## config.mk

```make
export PLATFORM = sky130hd
export DESIGN_NAME = instr_fetch_unit_flat
export DESIGN_NICKNAME = d
export VERILOG_FILES = /design/src/rtl/instr_fetch_unit_pkg.sv /design/src/rtl/instr_fetch_unit_if.sv /design/src/rtl/instr_fetch_unit_pc_next_adder.sv /design/src/rtl/instr_fetch_unit.sv /design/src/flat_wrapper.sv
export SDC_FILE = /design/constraint.sdc
export NUM_CORES = 1
export LEC_CHECK = 0
export BUFFER_PORTS_ARGS = -buffer_cell sky130_fd_sc_hd__buf_2
export CORE_UTILIZATION = 45
export DETAILED_ROUTE_END_ITERATION = 6
export GPL_ROUTABILITY_DRIVEN = 0
export GPL_TIMING_DRIVEN = 0
export PLACE_DENSITY = 0.72
export SLEW_MARGIN = 25
export SYNTH_ARGS = -nofsm -noshare
export SYNTH_HDL_FRONTEND = slang
export SYNTH_HIERARCHICAL = 1
export SYNTH_SLANG_ARGS = --single-unit
```

## constraint.sdc

```tcl
create_clock -name clk -period 3.96 [get_ports clk]
set_input_delay 0.198 -clock clk [delete_from_list [all_inputs] [get_ports clk]]
set_output_delay 0.198 -clock clk [all_outputs]
set_load 0.1 [all_outputs]
```

## src/rtl/instr_fetch_unit_pkg.sv

```systemverilog
// Shared types and constants for the instruction fetch unit: FSM states,
// instruction field layout, reset defaults and branch-offset scaling.
package instr_fetch_unit_pkg;

  localparam int unsigned XLEN  = 32;
  localparam int unsigned OFF_W = 8;

  localparam logic [XLEN-1:0] RESET_PC_DEFAULT = 32'h0000_0000;
  localparam int unsigned     TIMEOUT_DEFAULT  = 255;
  localparam int unsigned     CNT_W_DEFAULT    = 8;

  localparam int unsigned OPCODE_LSB = 24;
  localparam int unsigned DEST_LSB   = 16;
  localparam int unsigned SRC1_LSB   = 8;
  localparam int unsigned SRC2_LSB   = 0;

  typedef enum logic [1:0] {
    IF_IDLE    = 2'd0,
    IF_FETCH   = 2'd1,
    IF_DELIVER = 2'd2,
    IF_ERROR   = 2'd3
  } if_state_e;

  typedef struct packed {
    logic [7:0] opcode;
    logic [7:0] dest;
    logic [7:0] src1;
    logic [7:0] src2;
  } instr_t;

  // Signed word offset scaled to a byte displacement.
  function automatic logic [XLEN-1:0] word_offset(input logic [OFF_W-1:0] off);
    return {{(XLEN-OFF_W-2){off[OFF_W-1]}}, off, 2'b00};
  endfunction

endpackage

```

## src/rtl/instr_fetch_unit_if.sv

```systemverilog
// Bundle of the instruction-memory request/response and core delivery signals.
interface instr_fetch_unit_if;
  import instr_fetch_unit_pkg::*;

  logic              imem_read;
  logic [XLEN-1:0]   imem_address;
  logic [XLEN-1:0]   imem_readdata;
  logic              imem_busywait;
  instr_t            instr;
  logic              instr_valid;
  logic              instr_ready;
  logic              redirect;
  logic [OFF_W-1:0]  redirect_off;
  logic [XLEN-1:0]   pc;
  logic              fetch_error;

  modport master (
    output imem_read, imem_address, instr, instr_valid, pc, fetch_error,
    input  imem_readdata, imem_busywait, instr_ready, redirect, redirect_off
  );

  modport slave (
    input  imem_read, imem_address, instr, instr_valid, pc, fetch_error,
    output imem_readdata, imem_busywait, instr_ready, redirect, redirect_off
  );

endinterface

```

## src/rtl/instr_fetch_unit_pc_next_adder.sv

```systemverilog
// Next-PC computation: sequential PC+4, or PC+4 plus a signed word offset.
module instr_fetch_unit_pc_next_adder
  import instr_fetch_unit_pkg::*;
(
  input  logic [XLEN-1:0]  pc,
  input  logic             redirect,
  input  logic [OFF_W-1:0] redirect_off,
  output logic [XLEN-1:0]  next_pc_c
);

  logic [XLEN-1:0] seq_pc;

  assign seq_pc    = pc + XLEN'(4);
  assign next_pc_c = redirect ? seq_pc + word_offset(redirect_off) : seq_pc;

endmodule

```

## src/rtl/instr_fetch_unit.sv

```systemverilog
// Fetch initiator: owns the PC, reads one word at a time from instruction
// memory, holds it for the core, and times out a stuck memory.
module instr_fetch_unit
  import instr_fetch_unit_pkg::*;
#(
  parameter logic [XLEN-1:0] RESET_PC = RESET_PC_DEFAULT,
  parameter int unsigned     TIMEOUT  = TIMEOUT_DEFAULT,
  parameter int unsigned     CNT_W    = CNT_W_DEFAULT
) (
  input logic               clk,
  input logic               rst,
  instr_fetch_unit_if.master bus
);

  if_state_e        state_q, state_d;
  logic [XLEN-1:0]  pc_q, pc_d;
  instr_t           instr_q, instr_d;
  logic             valid_q, valid_d;
  logic             read_q, read_d;
  logic             err_q, err_d;
  logic [CNT_W-1:0] cnt_q, cnt_d;
  logic [XLEN-1:0]  next_pc_c;

  instr_fetch_unit_pc_next_adder u_pc_next_adder (
    .pc           (pc_q),
    .redirect     (bus.redirect),
    .redirect_off (bus.redirect_off),
    .next_pc_c    (next_pc_c)
  );

  always_ff @(posedge clk or posedge rst) begin
    if (rst) begin
      state_q <= IF_IDLE;
      pc_q    <= RESET_PC;
      instr_q <= '0;
      valid_q <= 1'b0;
      read_q  <= 1'b0;
      err_q   <= 1'b0;
      cnt_q   <= '0;
    end else begin
      state_q <= state_d;
      pc_q    <= pc_d;
      instr_q <= instr_d;
      valid_q <= valid_d;
      read_q  <= read_d;
      err_q   <= err_d;
      cnt_q   <= cnt_d;
    end
  end

  // Next-state and next-register values; everything holds unless a case moves it.
  always_comb begin
    state_d = state_q;
    pc_d    = pc_q;
    instr_d = instr_q;
    valid_d = valid_q;
    read_d  = read_q;
    err_d   = err_q;
    cnt_d   = cnt_q;

    case (state_q)
      IF_IDLE: begin
        read_d  = 1'b1;
        state_d = IF_FETCH;
      end
      IF_FETCH: begin
        if (!bus.imem_busywait) begin
          instr_d = instr_t'(bus.imem_readdata);
          valid_d = 1'b1;
          read_d  = 1'b0;
          cnt_d   = '0;
          state_d = IF_DELIVER;
        end else begin
          cnt_d = cnt_q + CNT_W'(1);
          // Trip on the TIMEOUT-th consecutive busy cycle.
          if (cnt_q == CNT_W'(TIMEOUT - 1)) begin
            err_d   = 1'b1;
            read_d  = 1'b0;
            state_d = IF_ERROR;
          end
        end
      end
      IF_DELIVER: begin
        if (bus.instr_ready) begin
          valid_d = 1'b0;
          read_d  = 1'b1;
          pc_d    = next_pc_c;
          state_d = IF_FETCH;
        end
      end
      IF_ERROR: begin
        state_d = IF_ERROR;
      end
      default: begin
        state_d = IF_ERROR;
      end
    endcase
  end

  assign bus.imem_read    = read_q;
  assign bus.imem_address = pc_q;
  assign bus.instr        = instr_q;
  assign bus.instr_valid  = valid_q;
  assign bus.pc           = pc_q;
  assign bus.fetch_error  = err_q;

endmodule

```

## src/flat_wrapper.sv

```systemverilog
// flat-port wrapper written by rule: the top's interface ports become plain ports
module instr_fetch_unit_flat import instr_fetch_unit_pkg::*;
#(
  parameter logic [XLEN-1:0] RESET_PC = RESET_PC_DEFAULT,
  parameter int unsigned     TIMEOUT  = TIMEOUT_DEFAULT,
  parameter int unsigned     CNT_W    = CNT_W_DEFAULT
)
  (clk, rst, bus_imem_read, bus_imem_address, bus_instr, bus_instr_valid, bus_pc, bus_fetch_error, bus_imem_readdata, bus_imem_busywait, bus_instr_ready, bus_redirect, bus_redirect_off);
  instr_fetch_unit_if bus_i ();
  input logic clk;
  input logic rst;
  output wire logic [$bits(bus_i.imem_read)-1:0] bus_imem_read;
  output wire logic [$bits(bus_i.imem_address)-1:0] bus_imem_address;
  output wire logic [$bits(bus_i.instr)-1:0] bus_instr;
  output wire logic [$bits(bus_i.instr_valid)-1:0] bus_instr_valid;
  output wire logic [$bits(bus_i.pc)-1:0] bus_pc;
  output wire logic [$bits(bus_i.fetch_error)-1:0] bus_fetch_error;
  input wire logic [$bits(bus_i.imem_readdata)-1:0] bus_imem_readdata;
  input wire logic [$bits(bus_i.imem_busywait)-1:0] bus_imem_busywait;
  input wire logic [$bits(bus_i.instr_ready)-1:0] bus_instr_ready;
  input wire logic [$bits(bus_i.redirect)-1:0] bus_redirect;
  input wire logic [$bits(bus_i.redirect_off)-1:0] bus_redirect_off;
  assign bus_imem_read = bus_i.imem_read;
  assign bus_imem_address = bus_i.imem_address;
  assign bus_instr = bus_i.instr;
  assign bus_instr_valid = bus_i.instr_valid;
  assign bus_pc = bus_i.pc;
  assign bus_fetch_error = bus_i.fetch_error;
  assign bus_i.imem_readdata = bus_imem_readdata;
  assign bus_i.imem_busywait = bus_imem_busywait;
  assign bus_i.instr_ready = bus_instr_ready;
  assign bus_i.redirect = bus_redirect;
  assign bus_i.redirect_off = bus_redirect_off;
  instr_fetch_unit #(.RESET_PC(RESET_PC), .TIMEOUT(TIMEOUT), .CNT_W(CNT_W)) u_core (.clk(clk), .rst(rst), .bus(bus_i));
endmodule
```

Word level (Yosys, flattened, before mapping)

Index checks and enable logic that the tools add are counted.

Flip-flop bits (word level): 77
Input port bits: 45
Output and inout bits: 99

Add/subtract/negate cells: 3
Equality and inequality tests: 7
Mux-type cells: 13
Bitwise logic cells: 1
Reduce and logical (&&, ||, !) cells: 9

Operator list:

| operator                | number |
|---|---|
| $add A32 B3 Y32 const B | 1 |
| $add A32 B32 Y32        | 1 |
| $mux W32                | 1 |
| $reduce_and A3 Y1       | 3 |
| $add A8 B1 Y8 const B   | 1 |
| $eq A8 B8 Y1 const B    | 1 |
| $mux W8                 | 1 |
| $pmux W2 S4             | 1 |
| $mux W2                 | 3 |
| $reduce_and A2 Y1       | 3 |
| $mux W1                 | 5 |
| $eq A2 B2 Y1 const B    | 2 |
| $ne A2 B2 Y1 const B    | 2 |
| $ne A3 B2 Y1 const B    | 1 |
| $pmux W1 S3             | 1 |
| $reduce_bool A3 Y1      | 1 |
| $eq A2 B1 Y1 const B    | 1 |
| $logic_not A2 Y1        | 1 |
| $pmux W1 S2             | 1 |
| $reduce_bool A2 Y1      | 1 |
| $not A1 Y1              | 1 |

Logic depth before layout (Yosys ltp)

Gate-level depths: netlist of the first run.

Depth after elaboration: 4
Depth in mapped cells: 17

Modules after synthesis

The synthesis of the first run kept the hierarchy.

Modules (own cells, without submodules):

| module                         | times used | cells each | area an instance (um^2) | seq. area each (um^2) |
|---|---|---|---|---|
| instr_fetch_unit               | 1          | 232        | 3,395.8                 | 1,926.8 |
| instr_fetch_unit_pc_next_adder | 1          | 375        | 2,509.9                 | 0.0 |

Worst setup path after synthesis of the first run

Ideal clock, no wire load.

Path kind: register -> register
Start point: register u_core.pc_q[10], in the netlist u_core/bus.imem_address[10]
End point: register u_core.pc_q[27], in the netlist u_core/bus.imem_address[27]
Setup time: 126 ps
Data arrival time: 4,408 ps
Data required time: 3,834 ps
Setup slack: -574 ps
Cell stages (with the launch flop): 16
Period minus slack after synthesis: 4,534 ps
Path through: dfrtp_1 nand3_1 or3_1 or3_1 nor2_1 xor2_1 ha_1 buf_2 a221oi_1 nand3_1 o21ai_0 a21o_1 a31oi_1 or3_1 a31o_1 mux2_2

Word-level cells in the longest chain between the ends: 3

RTL lines:

| element                        | RTL line                             | text |
|---|---|---|
| start, declared                | instr_fetch_unit.sv:16               | `logic [XLEN-1:0] pc_q, pc_d;` |
| start signal, assigned         | instr_fetch_unit.sv:42               | `pc_q <= pc_d;` |
| $add A32 B3 Y32 *              | instr_fetch_unit_pc_next_adder.sv:13 | `assign seq_pc = pc + XLEN'(4);` |
| $add A32 B32 Y32               | instr_fetch_unit_pc_next_adder.sv:14 | `assign next_pc_c = redirect ? seq_pc + word_offset(redirect_off) : seq_pc;` |
| $mux W32 *                     | instr_fetch_unit_pc_next_adder.sv:14 |  |
| named net u_core.next_pc_c[27] | instr_fetch_unit.sv:22               | `logic [XLEN-1:0] next_pc_c;` |

Mark *: on every way through the listed nets, which the timed path passes. The rest lies on a longest branch.
A chain may end at the register's enable or synchronous reset.

Final worst setup path of the first run

Start point: register u_core.pc_q[5], in the netlist u_core/bus.imem_address[5]
End point: register u_core.pc_q[27], in the netlist u_core/bus.imem_address[27]

Same word-level chain as after synthesis.

==> flow_summary.toml, run 1 <==
[grt]
grt-ovfl-total = 0
grt_max_degree = 42
grt_pass1_wl_um = 23500
grt.total_usage_pct = 22.1
antenna_found_initial = 0
grt_pass1_vias = 4858

[cells_and_area]
area_delta_synth_final_pct = 25.7
diodes = 0
design_area_mm2 = 0.00742
nets = 861
drive_gt1_share_pct = 43.3
utilization_pct = 58.4

[placement]
place_area_mm2 = 0.00694
place_ws_ps = 5.77
dpl.hpwl_um = 10800
portBuffers = 143

[timing]
fin_ws_ps = 87.7
worstMarginPinSlew_ps = 657
period_share_pct = 97.8
finalSetupViolCount = 0
max_freq_mhz = 258
period_needed_ps = 3870
drv_slew = 0
slew_headroom_pct = 55.9
finalSetupTns_ps = 0
clock_skew_ps = 5.32
hold_viol_final = 0

[yosys]
yosys.area_share.simple_pct = 13.8
synth_fa_ha_area_share_pct = 8.60
yosys_warnings = 6
synthTopCellsByArea = "dfrtp_1, ha_1, mux2_2"
avgSynthCellArea_um2 = 9.73
synth_top_family_by_area = "multiplexers"
yosysTopAreaCell = "dfrtp_1"
syn_area_mm2 = 0.00591
synth_top_area_share_pct = 32.6
synthArstFlopShare_pct = 100
ys_ff_latch = 77
ys_seq_area_share_pct = 32.6
synthMuxAreaShare_pct = 14.5
synth_xor_area_share_pct = 8.01
synth_edf_count = 0
synthFlopType = "dfrtp_1"
synth-compound-area-share_pct = 14.4
synth_nets = 692
synth_cell_type_count = 62
netlist_instances = 607

[clocking]
cts_tree = "done"
worstSkewPairLatency_ps = 340
path_clk_slew_ps = 70
cts_max_level = 3
root_buffer = "clkbuf_16"
cts_buffers = 9
cts.sinks = 77
cts_buffer_depth = 2

[flow_run]
cap_violations = 0

[route]
drtIter0Drc = 206
wl_um = 14700
wire_per_inst_um = 15.4
viasPerCell = 5.31
vias = 5063
drc = 0
drtPass1Iterations = 5
ant_nets = 0

[worst_setup_path]
critical_path_class = "register to register"
critPathMostFrequentCell = "or3_4"
cp_max_fo = 6
path_cells = "and4_4, and3_4, nand2_2, or3_4, nor2_4, xor2_2, ha_4, nand2_1, or3_1, or3_4, a21o_1, a31oi_2, o21ai_1, a31o_1, mux2_2"
startpoint_type = "register"
arrival_ps = 4100
cpPeakStageDelay_ps = 470
endpoint_kind = "register"
critPathSlowestCell = "or3_4"
cp.required_ps = 4190

[floorplanning]
fp.coreArea_mm2 = 0.0127
die_area_mm2 = 0.0136
fp-row-count = 41
die_x_um = 117
start_util_pct = 46.4
io_pins = 144
die_h_um = 117

[status]
status = "complete, no violations"

[worst_hold_path]
min_path_type = "primary input to register"
==> sequential cells by signal, indices dropped and copies added (netlist names) <==
name                     flops
u_core/bus.instr            32
u_core/bus.fetch_error       1
u_core/bus.imem_address     32
u_core/state_q               2
u_core/cnt_q                 8
u_core/bus.instr_valid       1
u_core/bus.imem_read         1
==> synthesized netlist by cell type, drive strengths merged (3+ instances only) <==
| library cell | n |
|---|---|
| and4 | 4 |
| nand3b | 4 |
| o21a | 3 |
| and3 | 4 |
| buf | 46 |
| dfrtp | 77 |
| nand2 | 32 |
| o21bai | 3 |
| nor3 | 11 |
| o21ai | 26 |
| xnor2 | 27 |
| inv | 22 |
| ha | 39 |
| nand3 | 22 |
| nand2b | 5 |
| and2 | 4 |
| a21o | 18 |
| nand4 | 9 |
| a211oi | 6 |
| clkbuf | 6 |
| or3 | 11 |
| nor2 | 52 |
| xor2 | 27 |
| a31o | 3 |
| mux2 | 66 |
| nor2b | 3 |
| a21oi | 50 |
==> layer usage <==
metal  wire, µm  vias to the layer above  track usage (%)
met5          0                        -                0
met4        143                        0             5.06
met3        977                       10             4.72
met1       6500                     2416             28.6
met2       7040                      174             37.7
li1           -                     2463                -
==> worst paths after layout <==
kind | slack, ps | from | cells past startpoint | to
max | 90 | u_core/bus.imem_address[5] | 15 | u_core/bus.imem_address[27]
min | 90 | bus_imem_readdata[16] | 2 | u_core/bus.instr[16]
max reg2reg | 90 | u_core/bus.imem_address[5] | 15 | u_core/bus.imem_address[27]
min reg2reg | 470 | u_core/bus.fetch_error | 1 | u_core/bus.fetch_error
max in group asynchronous | 2950 | rst | 4 | u_core/bus.imem_address[3]
min in group asynchronous | 430 | rst | 3 | u_core/bus.imem_address[1]
==> cells in the final DEF, fill, tap and decap left out, drive strengths merged, types with 16 or more instances in the layout <==
cell      n
inv      23
a21o     18
buf     203
xor2     27
nand2    32
nand3    22
ha       39
mux2     66
xnor2    27
a21oi    50
dfrtp    77
nor2     52
clkbuf   16
o21ai    26
==> layout make-up <==
class	instances	area [µm²]
fillers	1170	5300
multi-input cells	456	3650
flip-flops and latches	77	1940
repair buffers	158	843
plain buffers	52	400
clock buffers	10	239
well taps	172	215
inverters	22	85.1
clock inverters	6	47.5
==> stage by stage <==
| stage | std cells | hold slack, ps |
|---|---|---|
| floorplan | 607 | 347 |
| global placement | 922 | 429 |
| global route | 953 | 78.2 |
| finish | 953 | 89.1 |
| CTS | 942 | 76.1 |
| detailed placement | 923 | 258 |
==> cells by family after synthesis <==
family,after synthesis
simple gates,165
xor+xnor,54
buf+inv,74
fa+ha+maj,40
compound gates,130
flops,77
mux,67
==> timing repair <==
item / 4_1_cts / 5_1_grt
hold buffers: 1 / 0
resized for setup: 0 / 15
buffers inserted: 2 / 11
endpoints found under the hold margin: 36 / 0
endpoints found under the setup margin: 2 / 9
cloned: 0 / 0
pin swaps: 0 / 13
==> worst max-delay path: cells and delay by family (launching register included) <==
family                   cells  cell delay, ps
AO/OA/AOI/OAI                4             660
XOR/XNOR                     1             100
adder cells (fa/ha/maj)      1             310
flip-flops                   1             420
multiplexers                 1             250
AND/OR/NAND/NOR              8            2020
Power of run 1 is left out: the tool's default activity adds up to more than one toggle a clock period on the data nets, which glitch-free logic cannot reach.
==> inputs of run 2 (changes only) <==
- CORE_MARGIN: not set -> 10
==> run 2 against run 1 <==
Critical path type unchanged. Maximum frequency decreased by 1.6%. Final area rose by 0.71%. Utilization grew 0.41 points. Die area rose by 33%. Largest cell class unchanged.
==> flow_summary.toml, run 2 (same netlist as run 1, synthesis figures left out) <==
[status]
status = "complete, no violations"

[clocking]
path_clk_slew_ps = 70
cts_tree = "done"
cts_buffer_depth = 2
root_buffer = "clkbuf_16"
cts.sinks = 77
cts_buffers = 9
cts_max_level = 3
worstSkewPairLatency_ps = 350

[floorplanning]
die_area_mm2 = 0.0181
fp.coreArea_mm2 = 0.0127
die_h_um = 135
die_x_um = 135
fp-row-count = 41
io_pins = 144
start_util_pct = 46.4

[timing]
finalSetupTns_ps = 0
period_needed_ps = 3930
period_share_pct = 99.4
slew_headroom_pct = 55.4
finalSetupViolCount = 0
max_freq_mhz = 254
hold_viol_final = 0
clock_skew_ps = 7.72
drv_slew = 0
worstMarginPinSlew_ps = 670

[placement]
portBuffers = 143
place_area_mm2 = 0.00694
dpl.hpwl_um = 12000

[grt]
grt_max_degree = 42
grt_pass1_wl_um = 25800
grt-ovfl-total = 0
grt_pass1_vias = 5229
antenna_found_initial = 0
grt.total_usage_pct = 17.3

[worst_setup_path]
critPathBufInv = 1
cp_max_fo = 8
critPathMostFrequentCell = "or3_4"
r2r-start = "u_core/bus.imem_address[11]"
path_cells = "nand3_4, or3_4, or3_4, nor2_4, xor2_2, ha_1, buf_6, a221oi_4, nand3_2, o21ai_4, a21o_1, a31oi_2, or3_1, a31o_1, mux2_2"
arrival_ps = 4170
cp_top_family = "simple AND/OR/NAND/NOR gates"
critPathSlowestCell = "or3_4"
rrSetupSlack_ps = 30
endpoint_kind = "register"
critical_path_class = "register to register"
timing.rr.end = "u_core/bus.imem_address[27]"
cp.required_ps = 4200
startpoint_type = "register"
cp-startpoint = "u_core/bus.imem_address[11]"
r2r_cells = 15
cpPeakStageDelay_ps = 470

[route]
wl_um = 15900
ant_nets = 0
viasPerCell = 5.31
drc = 0
vias = 5050
drtIter0Drc = 233
wire_per_inst_um = 16.7
drtPass1Iterations = 4

[cells_and_area]
area_delta_synth_final_pct = 26.6
final_common_cell = "buf_2"
layout_common_cells = "buf_2, dfrtp_1, nor2_1"
design_area_mm2 = 0.00748
diodes = 0
drive_gt1_share_pct = 43.4
nets = 859

[worst_hold_path]
worstHoldEndpoint = "u_core/bus.instr[11]"
hold_start = "bus_imem_readdata[11]"
min_path_type = "primary input to register"
whs_path_depth = 2

[flow_run]
cap_violations = 0
==> run 2: cell count changes in the layout (fill, tap and decap cells not counted), moves of 2 or more <==
cell	delta
nand3_1	-2
nand2_1	+2
nor2_2	+2
nand2_2	-2
xnor2_2	-2
buf_4	-2
xnor2_1	+2
bufinv_16	+2
clkinv_4	-2
==> run 2: routing by layer <==
metal / global-route usage (%) / part of all wire, % / wire length, µm
met1: 20.3 / 42 / 6750
met2: 27.9 / 47 / 7470
met3: 7.16 / 9.3 / 1480
met4: 5.80 / 1.3 / 206
met5: 0 / 0 / 0
==> run 2: how the worst max path moves through the flow <==
stage,end,slack (ps),cells after the start
finish,u_core/bus.imem_address[27],30,15
global route,u_core/bus.imem_address[27],-80,15
CTS,u_core/bus.imem_address[27],3,16
detailed placement,u_core/bus.imem_address[30],7,15
global placement,u_core/bus.imem_address[27],60,16
floorplan,u_core/bus.imem_address[27],-50,16
==> run 2: worst reg2reg max path: stages, from the launching register on <==
cell,delay [ps]
dfrtp_2,420
nand3_4,100
or3_4,380
or3_4,470
nor2_4,120
xor2_2,170
ha_1,260
buf_6,140
a221oi_4,300
nand3_2,140
o21ai_4,200
a21o_1,180
a31oi_2,120
or3_1,340
a31o_1,220
mux2_2,250
==> run 2: area by class of cell <==
| type | instances | area [µm²] |
|---|---|---|
| inverter | 22 | 85.1 |
| buffer | 52 | 400 |
| tap | 172 | 215 |
| timing repair buffer | 156 | 828 |
| clock buffer | 10 | 229 |
| multi-input combinational | 456 | 3680 |
| fill | 1107 | 5250 |
| sequential | 77 | 1940 |
| clock inverter | 6 | 93.8 |
==> run 2: repair_timing <==
action,CTS,global route
pin swaps,1,12
hold buffers,1,0
setup buffers,0,11
endpoints found under the hold margin,36,0
gates resized for setup,1,20
cloned,0,0
endpoints found under the setup margin,1,8
==> run 2: metrics by stage <==
stage,utilization [%],setup slack [ps],hold WS [ps],cells
2_1_floorplan,-,-49.5,347,607
3_3_place_gp,54.4,56.3,429,922
3_5_place_dp,54.6,6.80,274,923
4_1_cts,57.2,2.67,65.3,940
5_1_grt,58.8,-84.5,70.1,951
6_report,58.8,25.3,75.0,951
Power of run 2 is left out for the same reason.
